--- config.mk ---
export PLATFORM = sky130hd
export DESIGN_NAME = mem_access_unit
export DESIGN_NICKNAME = d
export VERILOG_FILES = /design/src/rtl/mem_access_unit.sv
export SDC_FILE = /design/constraint.sdc
export NUM_CORES = 1
export LEC_CHECK = 0
export BUFFER_PORTS_ARGS = -buffer_cell sky130_fd_sc_hd__buf_2
export CORE_UTILIZATION = 49
export DETAILED_ROUTE_END_ITERATION = 12
export GPL_TIMING_DRIVEN = 0
export PLACE_DENSITY = 0.95
export SYNTH_ARGS = -nofsm -noshare
export SYNTH_HDL_FRONTEND = slang
export SYNTH_SLANG_ARGS = --single-unit
--- constraint.sdc ---
create_clock -name clk -period 5.15 [get_ports clk]
set_input_delay 1.03 -clock clk [delete_from_list [all_inputs] [get_ports clk]]
set_output_delay 1.03 -clock clk [all_outputs]
set_load 0.1 [all_outputs]
--- src/rtl/mem_access_unit.sv ---
// LC-3b MEM-stage sequencer: drives the data-memory handshake, runs the two-access
// LDI/STI indirection and aligns byte lanes for LDB/STB.
module mem_access_unit (
    input  logic        clk,
    input  logic        reset,
    input  logic        valid,
    input  logic        mem_read,
    input  logic        mem_write,
    input  logic        is_ldi,
    input  logic        is_sti,
    input  logic        is_ldb_stb,
    input  logic        is_trap,
    input  logic [15:0] addr,
    input  logic [15:0] wdata,
    input  logic        hold,
    input  logic        dmem_resp,
    input  logic [15:0] dmem_rdata,
    output logic        dmem_read,
    output logic        dmem_write,
    output logic [15:0] dmem_address,
    output logic [15:0] dmem_wdata,
    output logic [1:0]  dmem_byte_enable,
    output logic [15:0] load_data,
    output logic        mem_stall
);
    // state  | meaning
    // FIRST  | idle, or issuing the only access / the pointer fetch of LDI/STI
    // SECOND | indirect final access at the latched pointer
    // DONE   | op complete while pipeline held; presents latched load result
    localparam logic [1:0] ST_FIRST  = 2'd0;
    localparam logic [1:0] ST_SECOND = 2'd1;
    localparam logic [1:0] ST_DONE   = 2'd2;

    logic [1:0]  state_q, state_d;
    logic [15:0] ptr_q, ptr_d;
    logic [15:0] data_q, data_d;

    logic        op, indirect, final_write;
    logic        req_rd, req_wr, final_acc;
    logic [15:0] acc_addr, acc_wdata, ld_val;
    logic [1:0]  acc_be;
    logic [7:0]  ld_byte;
    logic        trap_unused;

    assign op          = valid & (mem_read | mem_write);
    assign indirect    = is_ldi | is_sti;
    assign final_write = mem_write | is_sti;
    // TRAP is an ordinary word read; the flag carries no extra behaviour here.
    assign trap_unused = is_trap;

    always_comb begin
        req_rd    = 1'b0;
        req_wr    = 1'b0;
        final_acc = 1'b0;
        acc_addr  = {addr[15:1], 1'b0};
        acc_wdata = wdata;
        acc_be    = 2'b11;
        case (state_q)
            ST_FIRST: begin
                if (op) begin
                    if (indirect) begin
                        req_rd = 1'b1;
                    end else begin
                        final_acc = 1'b1;
                        req_wr    = final_write;
                        req_rd    = ~final_write;
                        if (is_ldb_stb & final_write) begin
                            acc_wdata = {wdata[7:0], wdata[7:0]};
                            acc_be    = addr[0] ? 2'b10 : 2'b01;
                        end
                    end
                end
            end
            ST_SECOND: begin
                final_acc = 1'b1;
                req_wr    = is_sti;
                req_rd    = ~is_sti;
                acc_addr  = {ptr_q[15:1], 1'b0};
            end
            default: ;
        endcase
    end

    assign ld_byte = addr[0] ? dmem_rdata[15:8] : dmem_rdata[7:0];
    assign ld_val  = (state_q == ST_FIRST && is_ldb_stb && !final_write)
                     ? {{8{ld_byte[7]}}, ld_byte} : dmem_rdata;

    always_comb begin
        state_d = state_q;
        ptr_d   = ptr_q;
        data_d  = data_q;
        case (state_q)
            ST_FIRST: begin
                if (op && dmem_resp) begin
                    if (indirect) begin
                        ptr_d   = dmem_rdata;
                        state_d = ST_SECOND;
                    end else if (hold) begin
                        data_d  = ld_val;
                        state_d = ST_DONE;
                    end
                end
            end
            ST_SECOND: begin
                if (dmem_resp) begin
                    if (hold) begin
                        data_d  = ld_val;
                        state_d = ST_DONE;
                    end else begin
                        state_d = ST_FIRST;
                    end
                end
            end
            ST_DONE: begin
                if (!hold) state_d = ST_FIRST;
            end
            default: state_d = ST_FIRST;
        endcase
    end

    always_ff @(posedge clk or posedge reset) begin
        if (reset) begin
            state_q <= ST_FIRST;
            ptr_q   <= 16'h0000;
            data_q  <= 16'h0000;
        end else begin
            state_q <= state_d;
            ptr_q   <= ptr_d;
            data_q  <= data_d;
        end
    end

    // Reset gates the request side combinationally so an in-flight access drops at once.
    assign dmem_read        = ~reset & req_rd;
    assign dmem_write       = ~reset & req_wr;
    assign dmem_address     = acc_addr;
    assign dmem_wdata       = acc_wdata;
    assign dmem_byte_enable = reset ? 2'b11 : acc_be;
    assign mem_stall        = ~reset & (req_rd | req_wr) & ~(final_acc & dmem_resp);
    assign load_data        = reset ? 16'h0000 : ((state_q == ST_DONE) ? data_q : ld_val);

endmodule

# Yosys cells after proc, flatten, opt, wreduce, memory -nomap -nowiden
# Index checks and enable logic that the tools add are counted.
[totals] regBits=34 input_bits=59 output_inout_bits=53 word_cells=70
[classes] n_eq_ne=7 muxes=36 bitwise_logic=15 reduce_logical=9
[op_table] operator="two-way mux 16 bit" count=12
[op_table] operator="case mux 16 bit (2 select lines)" count=1
[op_table] operator="two-way mux 2 bit" count=12
[op_table] operator="two-way mux 8 bit" count=1
[op_table] operator="AND reduction 4 bit" count=2
[op_table] operator="bitwise AND 1 bit" count=7
[op_table] operator="two-way mux 1 bit" count=6
[op_table] operator="inequality test 2 bit (second input constant)" count=3
[op_table] operator="case mux 1 bit (2 select lines)" count=3
[op_table] operator="case mux 2 bit (3 select lines)" count=1
[op_table] operator="NOT 1 bit" count=4
[op_table] operator="bitwise OR 1 bit" count=4
[op_table] operator="logical AND 1 bit" count=3
[op_table] operator="inequality test 3 bit (second input constant)" count=1
[op_table] operator="AND reduction 3 bit" count=1
[op_table] operator="== test 2 x 1 -> 1 bit (second input constant)" count=1
[op_table] operator="== test 2 bit (second input constant)" count=1
[op_table] operator="zero test 2 bit" count=1
[op_table] operator="inequality test 2 x 1 -> 1 bit (second input constant)" count=1
[op_table] operator="nonzero test 2 bit" count=1
[op_table] operator="zero test 1 bit" count=1

# Depth between registers and ports, before layout
# Gate-level depths: netlist (run 1).
[depth] depth_word=8 mapped_depth=6 mapped_depth_nobuf=4

# Worst setup path before layout (run 1)
# OpenSTA, ideal clock, no wires.
[synth_timing] kind="input port to output port" from="in reset" to="out load_data[3]" arrival_ns=4.065 t_required_ns=4.120 path_slack_ns=0.055 cell_stages=4 n_path_buf=1 cell_sequence="clkinv_1 clkbuf_1 o21ai_0 a21oi_1"
[synth_between] elab_chain_len=1
[synth_rtl] element="start, declared" line_no="5" rtl="input logic reset,"
[synth_rtl] element="two-way mux 16 bit" line_no="140" rtl="assign load_data = reset ? 16'h0000 : ((state_q == ST_DONE) ? data_q : ld_val);"
[synth_rtl] element="end, declared" line_no="23" rtl="output logic [15:0] load_data,"
# Every way passes these cells.

# Final worst setup path (run 1)
[layout_timing] from="in mem_write" to="out load_data[7]"
[layout_between] elab_chain_len=6
[layout_rtl] element="start, declared" line_no="8" rtl="input logic mem_write,"
[layout_rtl] element="bitwise OR 1 bit" line_no="47" rtl="assign final_write = mem_write | is_sti;"
[layout_rtl] element="zero test 1 bit" line_no="85" rtl="assign ld_val = (state_q == ST_FIRST && is_ldb_stb && !final_write)"
[layout_rtl] element="logical AND 1 bit" line_no="85"
[layout_rtl] element="two-way mux 16 bit" line_no="86" rtl="? {{8{ld_byte[7]}}, ld_byte} : dmem_rdata;"
[layout_rtl] element="two-way mux 16 bit (2 in series)" line_no="140"
# Every way passes these cells.

==> PnR_summary.wiki, run 1 <==
{| class="wikitable"
! Metric !! Value
|-
| CP max FO || 9
|-
| Global-route wire length before repair || 8.39 mm
|-
| Fin crit share || 0.747
|-
| Global route overflow || 0
|-
| Share of the yosys chip area belonging to registers || 0.380
|-
| Power density relative to cell area || 402 nW/um^2
|-
| Total setup buffers inserted after CTS || 0
|-
| Remaining routing DRC violations || 0
|-
| Number of different library cells in the post-synthesis netlist || 36
|-
| Initial antenna violation count || 0
|-
| Kind of critical path || in2out
|-
| Number of I/O port buffers || 109
|-
| Final std cells w/o fill || 370
|-
| CP startpoint || mem_write
|-
| Detailed-routed wire length on met2 || 3.04 mm
|-
| Clock Root Buffer || sky130_fd_sc_hd__clkbuf_8
|-
| Via count of the first global-routing pass || 1,808
|-
| Number of enable-type register cells in the synthesized netlist || 0
|-
| Required time of the worst setup path || 4.12 ns
|-
| Post-Route Setup TNS || 0 ns
|-
| CTS buffer count || 5
|-
| Detailed router's first-iteration violation count || 54
|-
| Area of the core region || 4120 sq um
|-
| Nature of the critical path startpoint || primary input
|-
| Drt first pass iters || 4
|-
| GPL Wtd Cong || 0.853
|-
| Reg2reg end || ptr_q[3]$_DFFE_PP0P_
|-
| Register bit count reported by yosys || 33
|-
| Final Hold Violating Endpoints || 0
|-
| Die footprint || 4700 sq um
|-
| Total met3 wirelength after detailed routing || 541 um
|-
| # hold bufs at CTS || 0
|-
| Cell Int Power || 0.614 mW
|-
| Via Count || 1,995
|-
| Run status || finished clean
|-
| Die outline width || 68.6 um
|-
| Wire length on met1 || 2.16 mm
|-
| Final antenna-violating net count || 0
|-
| Total Wirelength || 5.83 mm
|-
| # placed instances || 363
|-
| Critical R2R Launch || state_q[0]$_DFFE_PP0P_
|-
| Critical path endpoint category || output pin
|-
| Type of the worst min-delay path || reg2reg
|-
| FF-to-FF path depth || 6
|-
| Peak clock frequency supported by timing || 0.260 GHz
|-
| Proportion of total power due to net switching || 0.470
|-
| Leakage dissipation || 1.50 nW
|-
| Via-to-Cell Ratio || 5.39
|-
| Count of clock tree sinks || 33
|-
| Unrepaired setup endpoints after global routing || false
|-
| Antenna cell count || 0
|-
| Clock slew seen by the registers of the worst setup and hold paths || 0.07 ns
|-
| TritonCTS clock tree || built
|-
| Initial Util || 0.528
|-
| Highest layer used for signal routing || met4
|-
| Detailed-placement wirelength estimate || 4.53 mm
|-
| Height of the die || 68.6 um
|-
| Final critical path time including I/O delays and setup || 3.85 ns
|-
| Clk Latency, worst-skew pair || 0.28 ns
|-
| Arrival time reported for the critical path endpoint || 2.82 ns
|-
| Post-cts gate resize count || 0
|-
| Worst clock skew || 0.00541 ns
|-
| Maximum vdd ir drop || 0.000247 V
|-
| Area growth from synthesis to layout || 32.9%
|-
| Number of top-level design ports || 112
|-
| Number of endpoints failing setup at the final stage || 0
|-
| Worst setup slack after placement || 1.38 ns
|-
| Overall Power || 1.16 mW
|-
| Clock share of power || 0.171
|-
| Utilization after layout || 0.702
|-
| Share of layout cells above drive strength 1 || 0.581
|-
| Nets in the synthesized netlist || 262
|-
| Instance count of the mapped netlist || 203
|-
| Final number of max-transition violations || 0
|-
| CP Capture Point || load_data[7]
|-
| Wire length per cell || 15.8 um
|-
| Pin count of the biggest net entering global routing || 32
|-
| Maximum Capacitance Violations || 0
|-
| Average cell area after synthesis || 10.7 sq um
|-
| Post-Syn Area || 2170 sq um
|-
| Combinational cell fraction of total power || 0.487
|-
| CTS H-Tree Depth || 2
|-
| Standard-cell row count || 23
|-
| Number of nets in the finished design || 379
|-
| Maximum buffer depth of the clock tree || 2
|-
| Sequential share of power || 0.342
|-
| Fill cell total of the finished layout || 322
|-
| Tot GR Track Use || 0.249
|-
| Smallest setup slack after layout || 1.30 ns
|-
| Worst R2R Setup Slack || 3.38 ns
|-
| Total of warnings raised by yosys || 0
|-
| Sw power || 0.546 mW
|-
| Proportion of synthesized flip-flops having asynchronous set or reset || 1.00
|-
| Commonest register cell after synthesis || sky130_fd_sc_hd__dfrtp_1
|}
worst max-delay path, cell delays in order:
cell and delay [ns]:
sky130_fd_sc_hd__buf_2 0.13, sky130_fd_sc_hd__nor2b_2 0.20, sky130_fd_sc_hd__and3_2 0.20, sky130_fd_sc_hd__clkbuf_1 0.34, sky130_fd_sc_hd__o21ai_0 0.21, sky130_fd_sc_hd__o22ai_1 0.24
sky130_fd_sc_hd__buf_2 0.47
synthesized netlist by cell type, types with 2 or more instances:
library cell	instances	share of area
sky130_fd_sc_hd__a21oi_1	7	0.016
sky130_fd_sc_hd__buf_2	3	0.0069
sky130_fd_sc_hd__buf_4	10	0.035
sky130_fd_sc_hd__buf_6	2	0.010
sky130_fd_sc_hd__clkbuf_1	2	0.0035
sky130_fd_sc_hd__dfrtp_1	33	0.38
sky130_fd_sc_hd__inv_1	16	0.028
sky130_fd_sc_hd__mux2_2	35	0.18
sky130_fd_sc_hd__mux2_4	9	0.062
sky130_fd_sc_hd__mux2i_1	18	0.083
sky130_fd_sc_hd__nand2_1	13	0.022
sky130_fd_sc_hd__nor2_1	4	0.0069
sky130_fd_sc_hd__o21ai_0	18	0.041
sky130_fd_sc_hd__o21ba_2	3	0.014
sky130_fd_sc_hd__o22ai_1	9	0.026
flip-flops by register name, indices dropped and copies added, names as in the netlist:
signal and count:
state_q 2, ptr_q 15, data_q 16
worst min path at each step:
stage                               start                     to  slack, ns  cells past startpoint
finish              ptr_q[15]$_DFFE_PP0P_  ptr_q[15]$_DFFE_PP0P_       0.51                      1
global route        ptr_q[15]$_DFFE_PP0P_  ptr_q[15]$_DFFE_PP0P_       0.52                      1
CTS                 ptr_q[15]$_DFFE_PP0P_  ptr_q[15]$_DFFE_PP0P_       0.51                      1
detailed placement  ptr_q[15]$_DFFE_PP0P_  ptr_q[15]$_DFFE_PP0P_       0.49                      1
global placement    data_q[2]$_DFFE_PP0P_  data_q[2]$_DFFE_PP0P_       0.48                      1
floorplan           data_q[0]$_DFFE_PP0P_  data_q[0]$_DFFE_PP0P_       0.48                      1
power by group through the flow:
stage                     combinational [mW]  sequential [mW]  clock, mW
after global placement                 0.549            0.394          0
final                                  0.565            0.397      0.198
after floorplan                        0.483            0.383          0
after CTS                              0.567            0.396      0.199
after detailed placement               0.565            0.398          0
after global routing                   0.594            0.409      0.213
logic make-up (layout without fill, tap and decap cells):
logic type,after synthesis,in the layout,share of synthesized area
DFF,33,33,0.380
buffers and inverters,36,153,0.0956
other,1,1,0.00173
AOI/OAI and AO/OA,41,41,0.114
and+or+nand+nor,30,30,0.0818
muxes,62,62,0.327
stage by stage:
step / hold WS [ns] / area (sq um)
floorplan: 0.475 / 2170
global placement: 0.484 / 2780
global route: 0.519 / 2890
finish: 0.507 / 2890
CTS: 0.510 / 2890
detailed placement: 0.495 / 2800
layout by cell type, fill, tap and decap left out, types with 2 or more instances in the layout:
cell type / count
sky130_fd_sc_hd__o21ai_0: 18
sky130_fd_sc_hd__clkbuf_1: 2
sky130_fd_sc_hd__buf_2: 112
sky130_fd_sc_hd__dfrtp_1: 33
sky130_fd_sc_hd__mux2_4: 9
sky130_fd_sc_hd__a21oi_1: 7
sky130_fd_sc_hd__inv_1: 16
sky130_fd_sc_hd__nor2_1: 4
sky130_fd_sc_hd__o21ba_2: 3
sky130_fd_sc_hd__buf_4: 10
sky130_fd_sc_hd__mux2i_1: 18
sky130_fd_sc_hd__mux2_2: 35
sky130_fd_sc_hd__o22ai_1: 9
sky130_fd_sc_hd__nand2_1: 13
sky130_fd_sc_hd__clkbuf_8: 6
sky130_fd_sc_hd__buf_12: 2
sky130_fd_sc_hd__buf_6: 2
layout make-up:
class / instances / area, sq um / share of cell area
Clock buffer: 7 / 86.3 / 0.0299
Buffer: 19 / 145 / 0.0503
Sequential cell: 33 / 826 / 0.286
Inverter: 17 / 63.8 / 0.0221
Timing Repair Buffer: 110 / 566 / 0.196
Multi-Input combinational cell: 134 / 1140 / 0.394
Tap cell: 50 / 62.6 / 0.0217
routing by layer:
metal,GRT usage,vias to the layer above
met3,0.0674,12
li1,-,940
met5,0,-
met2,0.451,107
met1,0.279,936
met4,0.0833,0
Note: power is estimated with default switching activity, not from simulation.
==> inputs of run 2 (changes only) <==
--- a/config.mk
+++ b/config.mk
@@ -5,11 +5,12 @@
 export SDC_FILE = /design/constraint.sdc
 export NUM_CORES = 1
 export LEC_CHECK = 0
+export ABC_AREA = 1
 export BUFFER_PORTS_ARGS = -buffer_cell sky130_fd_sc_hd__buf_2
-export CORE_UTILIZATION = 49
+export CORE_UTILIZATION = 47
 export DETAILED_ROUTE_END_ITERATION = 12
 export GPL_TIMING_DRIVEN = 0
-export PLACE_DENSITY = 0.95
+export PLACE_DENSITY = 0.92
 export SYNTH_ARGS = -nofsm -noshare
 export SYNTH_HDL_FRONTEND = slang
 export SYNTH_SLANG_ARGS = --single-unit
==> constraint.sdc (replaced) <==
create_clock -name clk -period 3.9 [get_ports clk]
set_input_delay 0.78 -clock clk [delete_from_list [all_inputs] [get_ports clk]]
set_output_delay 0.78 -clock clk [all_outputs]
set_load 0.1 [all_outputs]
==> run 2 against run 1 <==
Compared with the run above: non-clock buffer count increased by 6; critical path type unchanged; largest power group unchanged; register-to-register slack got worse by 0.85 ns; setup slack got worse by 0.77 ns; sequential power increased by 29%; critical path depth decreased by 1; critical endpoint is now load_data[14].
==> PnR_summary.wiki, run 2 <==
{| class="wikitable"
! Metric !! Value
|-
| Number of different library cells in the post-synthesis netlist || 23 (-36%)
|-
| Tot GR Track Use || 0.258 (+0.00949)
|-
| Maximum vdd ir drop || 0.000303 V (+22%)
|-
| Final Hold Violating Endpoints || 0 (unchanged)
|-
| Clock slew seen by the registers of the worst setup and hold paths || 0.06 ns (about the same)
|-
| TritonCTS clock tree || built
|-
| Via count of the first global-routing pass || 2,341 (+29%)
|-
| Detailed router's first-iteration violation count || 177 (+230%)
|-
| Total Wirelength || 6.74 mm (+16%)
|-
| Slew @ Worst Pin || 0.959 ns
|-
| Wire length per cell || 12.8 um (-19%)
|-
| Area of the core region || 4790 sq um (+16%)
|-
| Required time of the worst setup path || 3.12 ns (-1.00 ns)
|-
| List of most frequent post-synthesis cells || 153 x sky130_fd_sc_hd__nand2_1, 33 x sky130_fd_sc_hd__dfrtp_1, 28 x sky130_fd_sc_hd__inv_1
|-
| Drt first pass iters || 6 (+2)
|-
| Kind of critical path || in2out
|-
| # hold bufs at CTS || 0 (unchanged)
|-
| CP max FO || 42 (+33)
|-
| Final critical path time including I/O delays and setup || 3.37 ns
|-
| Remaining routing DRC violations || 0 (unchanged)
|-
| FF-to-FF path depth || 5 (-1)
|-
| Clock Root Buffer || sky130_fd_sc_hd__clkbuf_8
|-
| Post-cts gate resize count || 0 (unchanged)
|-
| Detailed-placement wirelength estimate || 5.16 mm (+14%)
|-
| Instance count of the mapped netlist || 345 (+70%)
|-
| CTS buffer count || 5 (unchanged)
|-
| Peak clock frequency supported by timing || 0.297 GHz
|-
| Pin count of the biggest net entering global routing || 43 (+34%)
|-
| Share of layout cells above drive strength 1 || 0.387 (-0.194)
|-
| Run status || finished clean
|-
| Fraction of post-synthesis cell area in the top cell type by area || 0.348 (-0.0324)
|-
| Leakage dissipation || 1.82 nW (+21%)
|-
| Maximum buffer depth of the clock tree || 2 (unchanged)
|-
| Proportion of synthesized flip-flops having asynchronous set or reset || 1.00 (unchanged)
|-
| Nature of the critical path startpoint || primary input
|-
| Worst hold slack across all endpoints || 0.481 ns (-0.0266 ns)
|-
| Number of enable-type register cells in the synthesized netlist || 0 (unchanged)
|-
| Power density relative to cell area || 504 nW/um^2 (+26%)
|-
| Via-to-Cell Ratio || 5.08 (-5.8%)
|-
| Share of the yosys chip area belonging to registers || 0.348 (-0.0324)
|-
| Combinational cell fraction of total power || 0.510 (+0.023)
|-
| Register containing the most flip-flops in the final layout || data_q
|-
| Final antenna-violating net count || 0 (unchanged)
|-
| Die outline width || 73.1 um (+6.6%)
|-
| Synth top area cells || sky130_fd_sc_hd__dfrtp_1 35%, sky130_fd_sc_hd__nand2_1 24%, sky130_fd_sc_hd__o21ai_2 7.7%, sky130_fd_sc_hd__o21ai_0 5.7%, sky130_fd_sc_hd__inv_1 4.4%
|-
| Unrepaired setup endpoints after global routing || false
|-
| Register bit count reported by yosys || 33 (unchanged)
|-
| Commonest non-fill, non-tap cell in the layout || sky130_fd_sc_hd__nand2_1
|-
| Fin crit share || 0.864
|-
| Global route overflow || 0 (unchanged)
|-
| Global-route wire length before repair || 10.4 mm (+24%)
|-
| Sequential share of power || 0.327 (-0.015)
|-
| Antenna cell count || 0 (unchanged)
|-
| Initial antenna violation count || 0 (unchanged)
|-
| Cell Int Power || 0.777 mW (+26%)
|-
| Standard-cell row count || 25 (+8.7%)
|-
| Final number of max-transition violations || 0 (unchanged)
|-
| Most frequent cell after synthesis || sky130_fd_sc_hd__nand2_1
|-
| Normalized max-slew margin || 0.361
|-
| Average cell area after synthesis || 6.88 sq um (-36%)
|-
| Post-Syn Area || 2370 sq um (+9.3%)
|-
| Critical path endpoint category || output pin
|-
| Total of warnings raised by yosys || 0 (unchanged)
|-
| Largest registers in the final layout || data_q (16), ptr_q (15), state_q (2)
|-
| Die footprint || 5340 sq um (+14%)
|-
| CTS H-Tree Depth || 2 (unchanged)
|-
| Fill cell total of the finished layout || 417 (+30%)
|-
| Height of the die || 73.1 um (+6.6%)
|-
| Worst clock skew || 0.00281 ns (-0.00260 ns)
|-
| Maximum Capacitance Violations || 0 (unchanged)
|-
| Hold Crit Depth || 2 (+1)
|-
| Total setup buffers inserted after CTS || 0 (unchanged)
|-
| Arrival time reported for the critical path endpoint || 2.59 ns (-0.23 ns)
|-
| Max reg flops || 16 (unchanged)
|-
| Initial Util || 0.496 (-0.0316)
|-
| Nets in the synthesized netlist || 404 (+54%)
|-
| Count of clock tree sinks || 33 (unchanged)
|-
| GPL Wtd Cong || 0.903 (+5.8%)
|-
| Proportion of total power due to net switching || 0.505 (+0.0347)
|-
| Number of nets in the finished design || 519 (+37%)
|-
| Type of the worst min-delay path || reg2reg
|-
| Number of endpoints failing setup at the final stage || 0 (unchanged)
|-
| Post-Route Setup TNS || 0 ns (unchanged)
|-
| Number of I/O port buffers || 108 (-0.92%)
|-
| Area growth from synthesis to layout || 31.1%
|-
| Commonest register cell after synthesis || sky130_fd_sc_hd__dfrtp_1
|-
| Most frequent cells in the layout || 153 x sky130_fd_sc_hd__nand2_1, 114 x sky130_fd_sc_hd__buf_2, 33 x sky130_fd_sc_hd__dfrtp_1
|-
| Clk Latency, worst-skew pair || 0.29 ns (about the same)
|-
| Via Count || 2,677 (+34%)
|-
| Cell type with the largest total area after synthesis || sky130_fd_sc_hd__dfrtp_1
|-
| Number of top-level design ports || 112 (unchanged)
|-
| Clock share of power || 0.163 (-0.008)
|-
| Sw power || 0.793 mW (+45%)
|}
run 2: changes by cell type after synthesis, moves of 8 or more:
cell and delta:
sky130_fd_sc_hd__nand2_1 +140, sky130_fd_sc_hd__mux2_2 -35, sky130_fd_sc_hd__o21ai_2 +21, sky130_fd_sc_hd__mux2i_1 -18, sky130_fd_sc_hd__inv_1 +12, sky130_fd_sc_hd__a21oi_1 +10
sky130_fd_sc_hd__o21ai_1 +10, sky130_fd_sc_hd__mux2_4 -9, sky130_fd_sc_hd__o21ai_0 +9, sky130_fd_sc_hd__o22ai_1 -9, sky130_fd_sc_hd__nand3_1 +8
run 2: worst max-delay path, stage by stage:
cell	delay (ns)
sky130_fd_sc_hd__buf_2	0.09
sky130_fd_sc_hd__inv_1	0.08
sky130_fd_sc_hd__clkbuf_2	0.74
sky130_fd_sc_hd__o21ai_0	0.27
sky130_fd_sc_hd__a21oi_2	0.17
sky130_fd_sc_hd__buf_2	0.44
run 2: area by class of cell:
type	count	area, sq um	share of cell area
inverter	30	113	0.0362
tap	67	83.8	0.0269
clock buffer	7	86.3	0.0277
sequential	33	826	0.265
timing repair buffer	108	541	0.174
multi-input combinational	255	1260	0.405
buffer	27	204	0.0655
run 2: path summary, 6_finish.rpt:
path | from | to | slack (ns)
min in group asynchronous | reset | ptr_q[6]$_DFFE_PP0P_ | 0.84
worst min register to register | data_q[6]$_DFFE_PP0P_ | data_q[6]$_DFFE_PP0P_ | 0.48
worst max register to register | state_q[1]$_DFFE_PP0P_ | data_q[15]$_DFFE_PP0P_ | 2.53
max in group asynchronous | reset | ptr_q[8]$_DFFE_PP0P_ | 2.47
worst min-delay path | data_q[6]$_DFFE_PP0P_ | data_q[6]$_DFFE_PP0P_ | 0.48
worst max-delay path | reset | load_data[14] | 0.53
run 2: cell families (layout without fill, tap and decap cells):
kind of cell,Yosys count,in the layout,synth area share
AOI/OAI and AO/OA,75,75,0.191
buffers and inverters,57,172,0.133
DFF,33,33,0.348
other,1,1,0.00158
and+or+nand+nor,179,179,0.327
run 2: routing by layer:
| layer | GRT usage | wire length [um] | up-vias | part of all wire |
|---|---|---|---|---|
| li1 | - | - | 1303 | - |
| met5 | 0 | 0 | - | 0 |
| met1 | 0.317 | 2700 | 1191 | 0.40 |
| met4 | 0.102 | 128 | 0 | 0.019 |
| met3 | 0.0442 | 751 | 14 | 0.11 |
| met2 | 0.449 | 3150 | 169 | 0.47 |
run 2: per-stage QoR:
step / area, sq um / setup WS, ns / total power, mW / instances / utilization
finish: 3110 / 0.530 / 1.57 / 527 / 0.650
global route: 3110 / 0.265 / 1.64 / 527 / 0.650
CTS: 3110 / 0.489 / 1.57 / 527 / 0.650
detailed placement: 3030 / 0.490 / 1.31 / 520 / 0.632
global placement: 3030 / 0.548 / 1.29 / 520 / 0.632
floorplan: 2400 / 0.336 / 1.18 / 345 / -
run 2: power groups by stage:
stage	combinational [mW]	clock [mW]	sequential, mW
2_1_floorplan	0.674	0	0.502
3_3_place_gp	0.785	0	0.510
3_5_place_dp	0.798	0	0.516
4_1_cts	0.799	0.262	0.511
5_1_grt	0.847	0.273	0.521
6_report	0.800	0.257	0.512
==> inputs of run 3 (changes only) <==
--- a/config.mk
+++ b/config.mk
@@ -7,6 +7,7 @@
 export LEC_CHECK = 0
 export ABC_AREA = 1
 export BUFFER_PORTS_ARGS = -buffer_cell sky130_fd_sc_hd__buf_2
+export CORE_ASPECT_RATIO = 1.75
 export CORE_UTILIZATION = 47
 export DETAILED_ROUTE_END_ITERATION = 12
 export GPL_TIMING_DRIVEN = 0
==> run 3 against run 2 <==
Compared with the run above: die area increased by 0.22%; combinational power about the same; register-to-register slack about the same; setup slack got worse by 0.025 ns; flip-flop and latch count unchanged; sequential share of layout area decreased by 0.096 points; fmax decreased by 0.75%; via count decreased by 1.3%; clock skew increased by 0.0027 ns; power increased by 4.3%; clock power increased by 27%; first-iteration DRC count decreased by 50%.
==> PnR_summary.wiki, run 3 (synthesis results as in run 2) <==
{| class="wikitable"
! Metric !! Value
|-
| Run status || finished clean
|-
| Die footprint || 5350 sq um (+0.22%)
|-
| Final Hold Violating Endpoints || 0 (unchanged)
|-
| Most frequent cells in the layout || 153 x sky130_fd_sc_hd__nand2_1, 114 x sky130_fd_sc_hd__buf_2, 33 x sky130_fd_sc_hd__dfrtp_1
|-
| Share of layout cells above drive strength 1 || 0.388 (+0.00133)
|-
| Via count of the first global-routing pass || 2,415 (+3.2%)
|-
| Area growth from synthesis to layout || 31.6%
|-
| Tot GR Track Use || 0.253 (-0.00496)
|-
| Global route overflow || 0 (unchanged)
|-
| Remaining routing DRC violations || 0 (unchanged)
|-
| Final number of max-transition violations || 0 (unchanged)
|-
| Arrival time reported for the critical path endpoint || 2.62 ns (+0.03 ns)
|-
| Area of the core region || 4750 sq um (-0.78%)
|-
| Number of top-level design ports || 112 (unchanged)
|-
| Clock Root Buffer || sky130_fd_sc_hd__clkbuf_8
|-
| Fin crit share || 0.871 (+0.00651)
|-
| Maximum buffer depth of the clock tree || 2 (unchanged)
|-
| Global-route wire length before repair || 10.6 mm (+2.4%)
|-
| Slowest cell on the critical path || sky130_fd_sc_hd__clkbuf_2
|-
| Nature of the critical path startpoint || primary input
|-
| Clock slew seen by the registers of the worst setup and hold paths || 0.06 ns (about the same)
|-
| Kind of cell adding the most delay to the critical path || buffers and inverters
|-
| Buf/Inv on CP || 4 (unchanged)
|-
| Slowest cell delay on critical path || 0.71 ns (-0.03 ns)
|-
| Critical R2R Launch || state_q[1]$_DFFE_PP0P_
|-
| Height of the die || 96.0 um (+31%)
|-
| Cell Int Power || 0.845 mW (+8.8%)
|-
| Kind of critical path || in2out
|-
| Post-Route Setup TNS || 0 ns (unchanged)
|-
| Post-cts gate resize count || 0 (unchanged)
|-
| Wire length per cell || 13.1 um (+2.8%)
|-
| Maximum vdd ir drop || 0.000467 V (+54%)
|-
| Worst setup slack after placement || 0.459 ns (-0.0313 ns)
|-
| Via-to-Cell Ratio || 5.15 (+1.4%)
|-
| Number of nets in the finished design || 519 (unchanged)
|-
| Max reg flops || 16 (unchanged)
|-
| Largest registers in the final layout || data_q (16), ptr_q (15), state_q (2)
|-
| Final std cells w/o fill || 513 (-2.7%)
|-
| CTS buffer count || 5 (unchanged)
|-
| CTS H-Tree Depth || 2 (unchanged)
|-
| Total setup buffers inserted after CTS || 0 (unchanged)
|-
| Antenna cell count || 0 (unchanged)
|-
| Total Wirelength || 6.74 mm (+0.10%)
|-
| Utilization after layout || 0.658 (+0.00751)
|-
| Reg2reg end || ptr_q[13]$_DFFE_PP0P_
|-
| Proportion of total power due to net switching || 0.484 (-0.0213)
|-
| Count of clock tree sinks || 33 (unchanged)
|-
| Final antenna-violating net count || 0 (unchanged)
|-
| Leakage dissipation || 1.84 nW (+0.78%)
|-
| Standard cell area after detailed placement || 3010 sq um (-0.62%)
|-
| Met2 Usage GRT || 0.486 (+0.0374)
|-
| Standard-cell row count || 33 (+32%)
|-
| Power density relative to cell area || 524 nW/um^2 (+3.9%)
|-
| Initial Util || 0.500 (+0.00392)
|-
| Number of endpoints failing setup at the final stage || 0 (unchanged)
|-
| Global routing usage on met1 || 0.269 (-0.0486)
|-
| Met3 capacity usage during global routing || 0.0403 (-0.00388)
|-
| Worst hold start || ptr_q[9]$_DFFE_PP0P_
|-
| CP max FO || 42 (unchanged)
|-
| Combinational cell fraction of total power || 0.487 (-0.023)
|-
| Final critical path time including I/O delays and setup || 3.40 ns (+0.0254 ns)
|-
| Register containing the most flip-flops in the final layout || data_q
|-
| Detailed-placement wirelength estimate || 5.41 mm (+4.9%)
|-
| Required time of the worst setup path || 3.12 ns (about the same)
|-
| Hold Crit Depth || 2 (unchanged)
|-
| Smallest setup slack after layout || 0.505 ns (-0.0254 ns)
|-
| Drt first pass iters || 4 (-2)
|-
| Number of I/O port buffers || 108 (unchanged)
|-
| End of the worst hold path || ptr_q[9]$_DFFE_PP0P_
|-
| Critical path endpoint category || output pin
|-
| Unrepaired setup endpoints after global routing || false
|-
| Maximum Capacitance Violations || 0 (unchanged)
|-
| Normalized max-slew margin || 0.379 (+0.0180)
|-
| # placed instances || 505 (-2.9%)
|-
| Worst hold slack across all endpoints || 0.483 ns (+0.00230 ns)
|-
| Type of the worst min-delay path || reg2reg
|-
| Final instance area || 3120 sq um (+0.36%)
|-
| Crit-path most repeated cell || sky130_fd_sc_hd__buf_2
|-
| Initial antenna violation count || 0 (unchanged)
|-
| Pin count of the biggest net entering global routing || 43 (unchanged)
|-
| Layer carrying the most global-route usage || met2
|-
| Sequential share of power || 0.313 (-0.014)
|-
| GPL Wtd Cong || 0.888 (-1.6%)
|-
| Clock share of power || 0.200 (+0.037)
|-
| Sw power || 0.792 mW (-0.11%)
|-
| FF-to-FF path depth || 6 (+1)
|-
| Commonest non-fill, non-tap cell in the layout || sky130_fd_sc_hd__nand2_1
|-
| Overall Power || 1.64 mW (+4.3%)
|-
| Peak clock frequency supported by timing || 0.295 GHz (-0.75%)
|-
| List of cells traversed by the critical path || buf_2 -> inv_1 -> clkbuf_2 -> o21ai_0 -> a21oi_2 -> buf_2
|-
| # hold bufs at CTS || 0 (unchanged)
|-
| TritonCTS clock tree || built
|-
| Slew @ Worst Pin || 0.932 ns (-0.0270 ns)
|-
| Worst clock skew || 0.00552 ns (+0.00271 ns)
|-
| Detailed router's first-iteration violation count || 88 (-50%)
|-
| Die outline width || 55.7 um (-24%)
|-
| Via Count || 2,643 (-1.3%)
|-
| Clk Latency, worst-skew pair || 0.28 ns (about the same)
|-
| Worst R2R Setup Slack || 2.54 ns (about the same)
|}
## run 3: worst max-delay path by stage
stage | from | endpoint | slack, ns | cells after the start
3_3_place_gp | reset | load_data[8] | 0.55 | 6
5_1_grt | reset | load_data[8] | 0.23 | 6
4_1_cts | reset | load_data[8] | 0.46 | 6
2_1_floorplan | addr[0] | load_data[0] | 0.34 | 7
6_report | reset | load_data[8] | 0.50 | 6
3_5_place_dp | reset | load_data[8] | 0.46 | 6
## run 3: layout make-up
class | instances | area [sq um]
plain buffers | 27 | 204
clock inverters | 1 | 30.0
multi-input cells | 255 | 1260
inverters | 30 | 113
flip-flops and latches | 33 | 826
fillers | 425 | 1620
well taps | 52 | 65.1
repair buffers | 108 | 541
clock buffers | 7 | 86.3
## run 3: per-layer routing
layer,part of all wire,vias to the layer above
li1,-,1316
met1,0.38,1222
met2,0.56,87
met3,0.039,18
met4,0.028,0
met5,0,-
## run 3: power by group through the flow
stage	Sequential, mW	Clock, mW	Combinational (mW)
6_report	0.512	0.327	0.798
5_1_grt	0.526	0.345	0.851
4_1_cts	0.510	0.328	0.799
3_5_place_dp	0.515	0	0.797
3_3_place_gp	0.509	0	0.782
2_1_floorplan	0.502	0	0.674
## run 3: worst min-delay path, cell delays in order (launching register included)
cell	delay [ns]
sky130_fd_sc_hd__dfrtp_1	0.34
sky130_fd_sc_hd__nand2_1	0.07
sky130_fd_sc_hd__o21ai_2	0.05
